$ cat src/rtl/rr_encoder_5_bit.sv
// Round-robin priority encoder: picks one of 2**IDX_W level requests fairly,
// presents its index with a valid/ready handshake and pulses a one-hot ack.
module rr_encoder_5_bit #(
  parameter int IDX_W = 5
) (
  input  logic                  clk,
  input  logic                  rst,
  input  logic                  en,
  input  logic [2**IDX_W-1:0]   req,
  output logic [IDX_W-1:0]      idx,
  output logic                  idx_valid,
  input  logic                  idx_ready,
  output logic [2**IDX_W-1:0]   ack,
  output logic [IDX_W:0]        req_cnt
);

  localparam int N = 2**IDX_W;

  typedef enum logic {IDLE, HOLD} state_t;

  state_t           state_q, state_d;
  logic [IDX_W-1:0] idx_q, idx_d;
  logic [IDX_W-1:0] ptr_q, ptr_d;
  logic             valid_q, valid_d;
  logic [N-1:0]     ack_q, ack_d;
  logic [IDX_W:0]   cnt_q, cnt_d;

  logic [N-1:0]     mask;
  logic [N-1:0]     masked;
  logic [IDX_W-1:0] hi_idx, lo_idx, winner;

  // Bits at or above the pointer get first pick; below-pointer bits are the wrap-around.
  genvar gi;
  generate
    for (gi = 0; gi < N; gi++) begin : g_mask
      assign mask[gi] = (IDX_W'(gi) >= ptr_q);
    end
  endgenerate

  always_comb begin
    masked = req & mask;
    hi_idx = '0;
    lo_idx = '0;
    for (int i = N - 1; i >= 0; i--) begin
      if (masked[i]) hi_idx = IDX_W'(i);
      if (req[i])    lo_idx = IDX_W'(i);
    end
    winner = (|masked) ? hi_idx : lo_idx;
  end

  always_comb begin
    cnt_d = '0;
    for (int i = 0; i < N; i++) begin
      cnt_d = cnt_d + (IDX_W+1)'(req[i]);
    end
  end

  always_comb begin
    state_d = state_q;
    idx_d   = idx_q;
    valid_d = valid_q;
    ptr_d   = ptr_q;
    ack_d   = '0;
    case (state_q)
      IDLE: begin
        if (en && (|req)) begin
          idx_d   = winner;
          valid_d = 1'b1;
          state_d = HOLD;
        end
      end
      HOLD: begin
        // req is deliberately ignored here: the selection stands until accepted.
        if (idx_ready) begin
          ack_d[idx_q] = 1'b1;
          valid_d      = 1'b0;
          ptr_d        = idx_q + IDX_W'(1);
          state_d      = IDLE;
        end
      end
      default: state_d = IDLE;
    endcase
  end

  always_ff @(posedge clk) begin
    if (rst) begin
      state_q <= IDLE;
      idx_q   <= '0;
      valid_q <= 1'b0;
      ptr_q   <= '0;
      ack_q   <= '0;
      cnt_q   <= '0;
    end else begin
      state_q <= state_d;
      idx_q   <= idx_d;
      valid_q <= valid_d;
      ptr_q   <= ptr_d;
      ack_q   <= ack_d;
      cnt_q   <= cnt_d;
    end
  end

  assign idx       = idx_q;
  assign idx_valid = valid_q;
  assign ack       = ack_q;
  assign req_cnt   = cnt_q;

endmodule

$ cat config.mk
export PLATFORM = sky130hd
export DESIGN_NAME = rr_encoder_5_bit
export DESIGN_NICKNAME = d
export VERILOG_FILES = /design/src/rtl/rr_encoder_5_bit.sv
export SDC_FILE = /design/constraint.sdc
export NUM_CORES = 1
export LEC_CHECK = 0
export BUFFER_PORTS_ARGS = -buffer_cell sky130_fd_sc_hd__buf_2
export CAP_MARGIN = 10
export CORE_ASPECT_RATIO = 1.75
export CORE_MARGIN = 5
export CORE_UTILIZATION = 50
export DETAILED_ROUTE_END_ITERATION = 7
export GPL_ROUTABILITY_DRIVEN = 0
export PLACE_DENSITY = 0.78
export SETUP_SLACK_MARGIN = 0.15
export SYNTH_ARGS = -nofsm -noshare
export SYNTH_HDL_FRONTEND = slang
export SYNTH_SLANG_ARGS = --single-unit
$ cat constraint.sdc
create_clock -name clk -period 7.2 [get_ports clk]
set_input_delay 1.44 -clock clk [delete_from_list [all_inputs] [get_ports clk]]
set_output_delay 1.44 -clock clk [all_outputs]
set_load 0.01 [all_outputs]
==> impl_metrics.ini, run 1 <==
[logic_synthesis]
synth-edff-count = 0
synth_top_family_by_area = simple AND/OR/NAND/NOR gates
synth_xor_area_share_pct = 1.41
synth_top_area_share_pct = 26.9
ys_ff_latch = 50
syn_inst = 472
synth_cell_types = 63
synth_area_sq_um = 3720
synthAdderAreaFrac_pct = 16.9
async_flop_share_pct = 0
synth_area_leaders = dfxtp_1, fa_1, nor2_1, inv_1, ha_1
syn_nets = 544
synth_mux_area_share_pct = 0
synth_top_area_cell = dfxtp_1
ys.flop_type = dfxtp_1
ys_seq_area_share_pct = 26.9
ys_warn_count = 0
syn_avg_cell_area_sq_um = 7.89
yosys.area_share.simple_pct = 24.1
synth_compound_area_share_pct = 22.7

[clocking]
root_buffer = clkbuf_16
path_clk_slew_ns = 0.06
htree_levels = 2
cts_sinks = 50
cts_setup_buffers = 0
ctsResizeCount = 0
clk_latency_ns = 0.28
cts_hold_buf = 0
clockBufferDepth = 2
tritoncts = done
numCtsBuffers = 5

[drt]
dr_total_vias = 3860
wl_per_cell_um = 18.2
route.detailed.drc = 0
dr.pass1.iters = 5
ant_nets = 0
drt-initial-drc-count = 283
via_per_inst = 6.17
drt-total-wl_um = 11400

[sta]
relSlewSlack_pct = 37.2
fmaxAchievable_mhz = 177
fin_crit_sh_pct = 78.6
setup_viol = 0
fin_worst_skew_ns = 0.00356
worst_pin_slew_ns = 0.940
min_period_ns = 5.66
hold_viol = 0
drv_slew = 0
rsz0062_at_grt = no
tns_ns = 0

[setup_path]
worstSetupPathType = in -> reg
critPathLaunch = req[5]
start_kind = input port
setup.worst_path.end = req_cnt[4]
worstReg2RegStart = ptr_q[2]
critPathMaxFanout = 7
r2r_end = idx[1]
reg2reg_setup_slack_ns = 3.85
rr_worst_depth = 7
cp.required_ns = 7.37
cp_data_arrival_time_ns = 5.83
crit_path_end_kind = flip-flop

[global_routing]
grtUsageTotal_pct = 26.0
grt_pass1_vias = 4028
overflow = 0
antenna_found_initial = 0
grt_start_max_net_pins = 28
grt_pass1_wl_um = 18500

[die]
boundaryPins = 80
fp.dieH_um = 124
row_count = 41
core_region_area_sq_um = 7230
die_w_um = 75.2
initial_core_util_pct = 51.5
dieArea_sq_um = 9340

[pwr]
p_leak_nw = 1.92
p_total_mw = 1.12
p_per_area_nw_per_um2 = 263
ir_worst_vdd_v = 0.000225

[status]
status = completed

[worst_hold_path]
hold_path.class = reg -> reg
min_delay_path_depth = 2
hold_start = idx_valid

[finish]
fin_nets = 612
final_common_cell = buf_2
final_cell_mix = buf_2, nor2_1, inv_1, dfxtp_1, nand2_1
drive_gt1_share_pct = 18.0
n_antenna_cell = 0
area_growth_pct = 14.7

[flow_run]
max_cap_viol_count = 0

[placed_design]
dp_hpwl_um = 9120
portBuffers = 79
sequential cells by signal, summed over array words and instances, names as in the netlist:
name and count:
ack 32, idx 5, idx_valid 1, ptr_q 5
req_cnt 6, state_q 1
worst max-delay path: stages:
cell	delay, ns
buf_2	0.17
inv_1	0.09
fa_1	0.58
fa_1	0.45
fa_1	0.50
fa_1	0.56
fa_1	0.44
fa_1	0.49
inv_1	0.04
ha_1	0.18
inv_1	0.07
fa_1	0.20
inv_1	0.05
a21o_1	0.17
a21oi_1	0.16
xor2_1	0.17
nor2_1	0.05
through the flow:
stage / util [%] / area (sq um) / std cells / setup slack [ns] / hold slack [ns]
final: 59.0 / 4270 / 626 / 1.54 / 0.462
after detailed placement: 57.2 / 4140 / 619 / 1.23 / 0.464
after CTS: 59.0 / 4270 / 626 / 1.53 / 0.472
after global routing: 59.0 / 4270 / 626 / 1.33 / 0.497
after floorplan: - / 3720 / 472 / 1.62 / 0.466
after global placement: 57.2 / 4140 / 619 / 1.36 / 0.443
cells in the mapped netlist (all sizes together), types with 4 or more instances:
| master | instances |
|---|---|
| dfxtp | 50 |
| a211oi | 5 |
| a21o | 8 |
| xor2 | 5 |
| buf | 9 |
| nand2 | 32 |
| o21ai | 29 |
| inv | 53 |
| or2 | 4 |
| a31oi | 10 |
| nand3 | 16 |
| fa | 24 |
| nor3 | 4 |
| nor2b | 7 |
| a21oi | 28 |
| or4 | 8 |
| o211ai | 11 |
| ha | 12 |
| o31ai | 4 |
| nor2 | 73 |
| nand2b | 10 |
| clkbuf | 10 |
| or3 | 4 |
| nor4 | 5 |
power by group:
group	switching [mW]	total, mW	internal [mW]
clock	0.0898	0.217	0.127
sequential	0.0172	0.316	0.298
combinational	0.324	0.592	0.268
area by class of cell:
type	count	area, sq um
flip-flops and latches	50	1000
inverters	53	199
clock buffers	7	133
well taps	86	108
fillers	677	2960
multi-input cells	350	2430
repair buffers	80	403
per-layer routing:
layer	global-route usage [%]	vias to the layer above	share of wire (%)
li1	-	1771	-
met1	26.1	1771	32
met2	46.8	253	51
met3	2.91	65	9.1
met4	19.9	0	7.7
met5	0	-	0
worst min-delay path by stage:
| stage | end | slack [ns] |
|---|---|---|
| CTS | idx_valid | 0.47 |
| floorplan | state_q | 0.47 |
| global route | idx_valid | 0.50 |
| global placement | idx_valid | 0.44 |
| finish | idx_valid | 0.46 |
| detailed placement | idx_valid | 0.46 |
kinds of logic (layout without fill, tap and decap cells):
family / count (synthesis) / count (layout)
AOI/OAI and AO/OA: 127 / 127
adders and majority gates: 36 / 36
DFF: 50 / 50
buffers and inverters: 72 / 140
xor gates and xnor gates: 6 / 6
and+or+nand+nor: 181 / 181
(Power assumes the default switching activity.)
==> run 2, diff against run 1 <==
Clock period 7.2 ns to 5.7 ns, I/O delays scaled along.
==> run 2 against run 1 <==
Against the previous run: first-iteration DRC count down 24%; cell count up 0.64%; critical path depth is 2 higher; power rose by 32%; register-to-register slack worse by 1.5 ns; sequential power up 26%; count of clock-buffer cells in the layout shrank 1; routed wire length fell by 0.63%; utilization increased by 0.69 points; combinational power grew 36%; non-clock buffer count rose by 5; critical path type unchanged; critical endpoint unchanged; largest power group unchanged.
==> impl_metrics.ini, run 2 (synthesis results as in run 1) <==
[status]
status = completed

[finish]
fin_nets = 617
final_cell_mix = buf_2, nor2_1, inv_1, dfxtp_1, nand2_1
drive_gt1_share_pct = 19.3
largest_register_ff_count = 32
area_growth_pct = 16.0
filler_cell_count = 661
n_antenna_cell = 0
final_common_cell = buf_2

[drt]
dr_total_vias = 3849
dr.pass1.iters = 5
route.detailed.drc = 0
drt-total-wl_um = 11300
via_per_inst = 6.11
wl_per_cell_um = 18.0
drt-initial-drc-count = 216
ant_nets = 0

[sta]
fmaxAchievable_mhz = 186
setup_viol = 0
hold_viol = 0
tns_ns = 0
min_period_ns = 5.36
worst_pin_slew_ns = 0.962
fin_crit_sh_pct = 94.1
rsz0062_at_grt = no
fin_worst_skew_ns = 0.00195
drv_slew = 0
relSlewSlack_pct = 35.8

[worst_hold_path]
hold_path.class = reg -> reg
min_delay_path_depth = 2

[global_routing]
grt_pass1_vias = 3949
grt_pass1_wl_um = 18200
grt_start_max_net_pins = 28
overflow = 0
grtUsageTotal_pct = 25.6
antenna_found_initial = 0

[clocking]
numCtsBuffers = 5
path_clk_slew_ns = 0.06
ctsResizeCount = 0
clk_latency_ns = 0.28
cts_sinks = 50
htree_levels = 2
cts_setup_buffers = 0
root_buffer = clkbuf_16
tritoncts = done
clockBufferDepth = 2
cts_hold_buf = 0

[die]
fp.dieH_um = 124
boundaryPins = 80
die_w_um = 75.2
dieArea_sq_um = 9340
initial_core_util_pct = 51.5
core_region_area_sq_um = 7230
row_count = 41

[setup_path]
crit_path_end_kind = flip-flop
cp_top_family = adder cells
cp.required_ns = 5.87
max_stage_delay_ns = 0.53
rr_worst_depth = 7
critPathMaxFanout = 6
cpMaxStageDelayCell = fa_1
critPathBufInv = 7
start_kind = input port
cp.depth = 19
path_cells = buf_2, fa_1, inv_1, fa_1, inv_1, fa_1, inv_1, fa_1, fa_1, fa_1, inv_1, ha_1, inv_1, fa_2, inv_1, a21o_1, a21oi_1, xor2_1, nor2_1
cp_data_arrival_time_ns = 5.53
worstSetupPathType = in -> reg

[pwr]
p_total_mw = 1.48
p_leak_nw = 1.95
ir_worst_vdd_v = 0.000338
p_per_area_nw_per_um2 = 343

[placed_design]
dp_hpwl_um = 9210
portBuffers = 79

[flow_run]
max_cap_viol_count = 0
-- run 2: cell types whose count changed in the layout (fill, tap and decap cells not counted) --
cell and change:
fa_1 -1, a21oi_1 -1, fa_2 +1, clkbuf_1 -2
buf_4 +5, a21oi_2 +1, clkbuf_8 +1
-- run 2: worst register-to-register path, cell delays in order (launching register included) --
cell,delay (ns)
dfxtp_1,0.95
nand3_1,0.44
o31ai_1,0.36
a21boi_0,0.38
and4bb_4,0.32
nand4_2,0.14
or3b_1,0.40
a311oi_1,0.28
-- run 2: routing by layer --
metal  vias to the layer above  wire length [um]  GRT usage [%]  part of all wire [%]
met5                         -                 0              0                     0
met4                         0              1010           21.6                   8.9
met2                       229              5660           45.5                    50
li1                       1791                 -              -                     -
met3                        77              1010           3.07                   8.9
met1                      1752              3650           25.2                    32
-- run 2: final timing paths --
kind	start	endpoint	slack [ns]
max reg2reg	ptr_q[2]	idx[2]	2.35
min reg2reg	idx_valid	idx_valid	0.47
max	req[17]	req_cnt[4]	0.34
min	idx_valid	idx_valid	0.47
-- run 2: cell type report --
cell class,instances,area (sq um),share of cell area (%)
multi-input cells,350,2430,56.3
flip-flops and latches,50,1000,23.2
repair buffers,85,440,10.2
inverters,53,199,4.61
clock buffers,6,139,3.22
well taps,86,108,2.49
-- run 2: power by group --
| group | total, mW | leakage (nW) | switching (mW) | internal, mW |
|---|---|---|---|---|
| Sequential | 0.399 | 0.406 | 0.0218 | 0.377 |
| Combinational | 0.803 | 1.48 | 0.445 | 0.358 |
| Clock | 0.280 | 0.0688 | 0.110 | 0.169 |
| Total | 1.48 | 1.95 | 0.578 | 0.904 |
-- run 2: through the flow --
stage | instances | hold WS [ns] | worst slack [ns] | area, sq um | util, %
finish | 630 | 0.466 | 0.336 | 4320 | 59.7
global route | 630 | 0.494 | 0.152 | 4320 | 59.7
CTS | 630 | 0.474 | 0.339 | 4310 | 59.6
detailed placement | 624 | 0.466 | 0.0350 | 4170 | 57.7
global placement | 624 | 0.442 | 0.161 | 4170 | 57.7
floorplan | 472 | 0.466 | 0.416 | 3720 | -
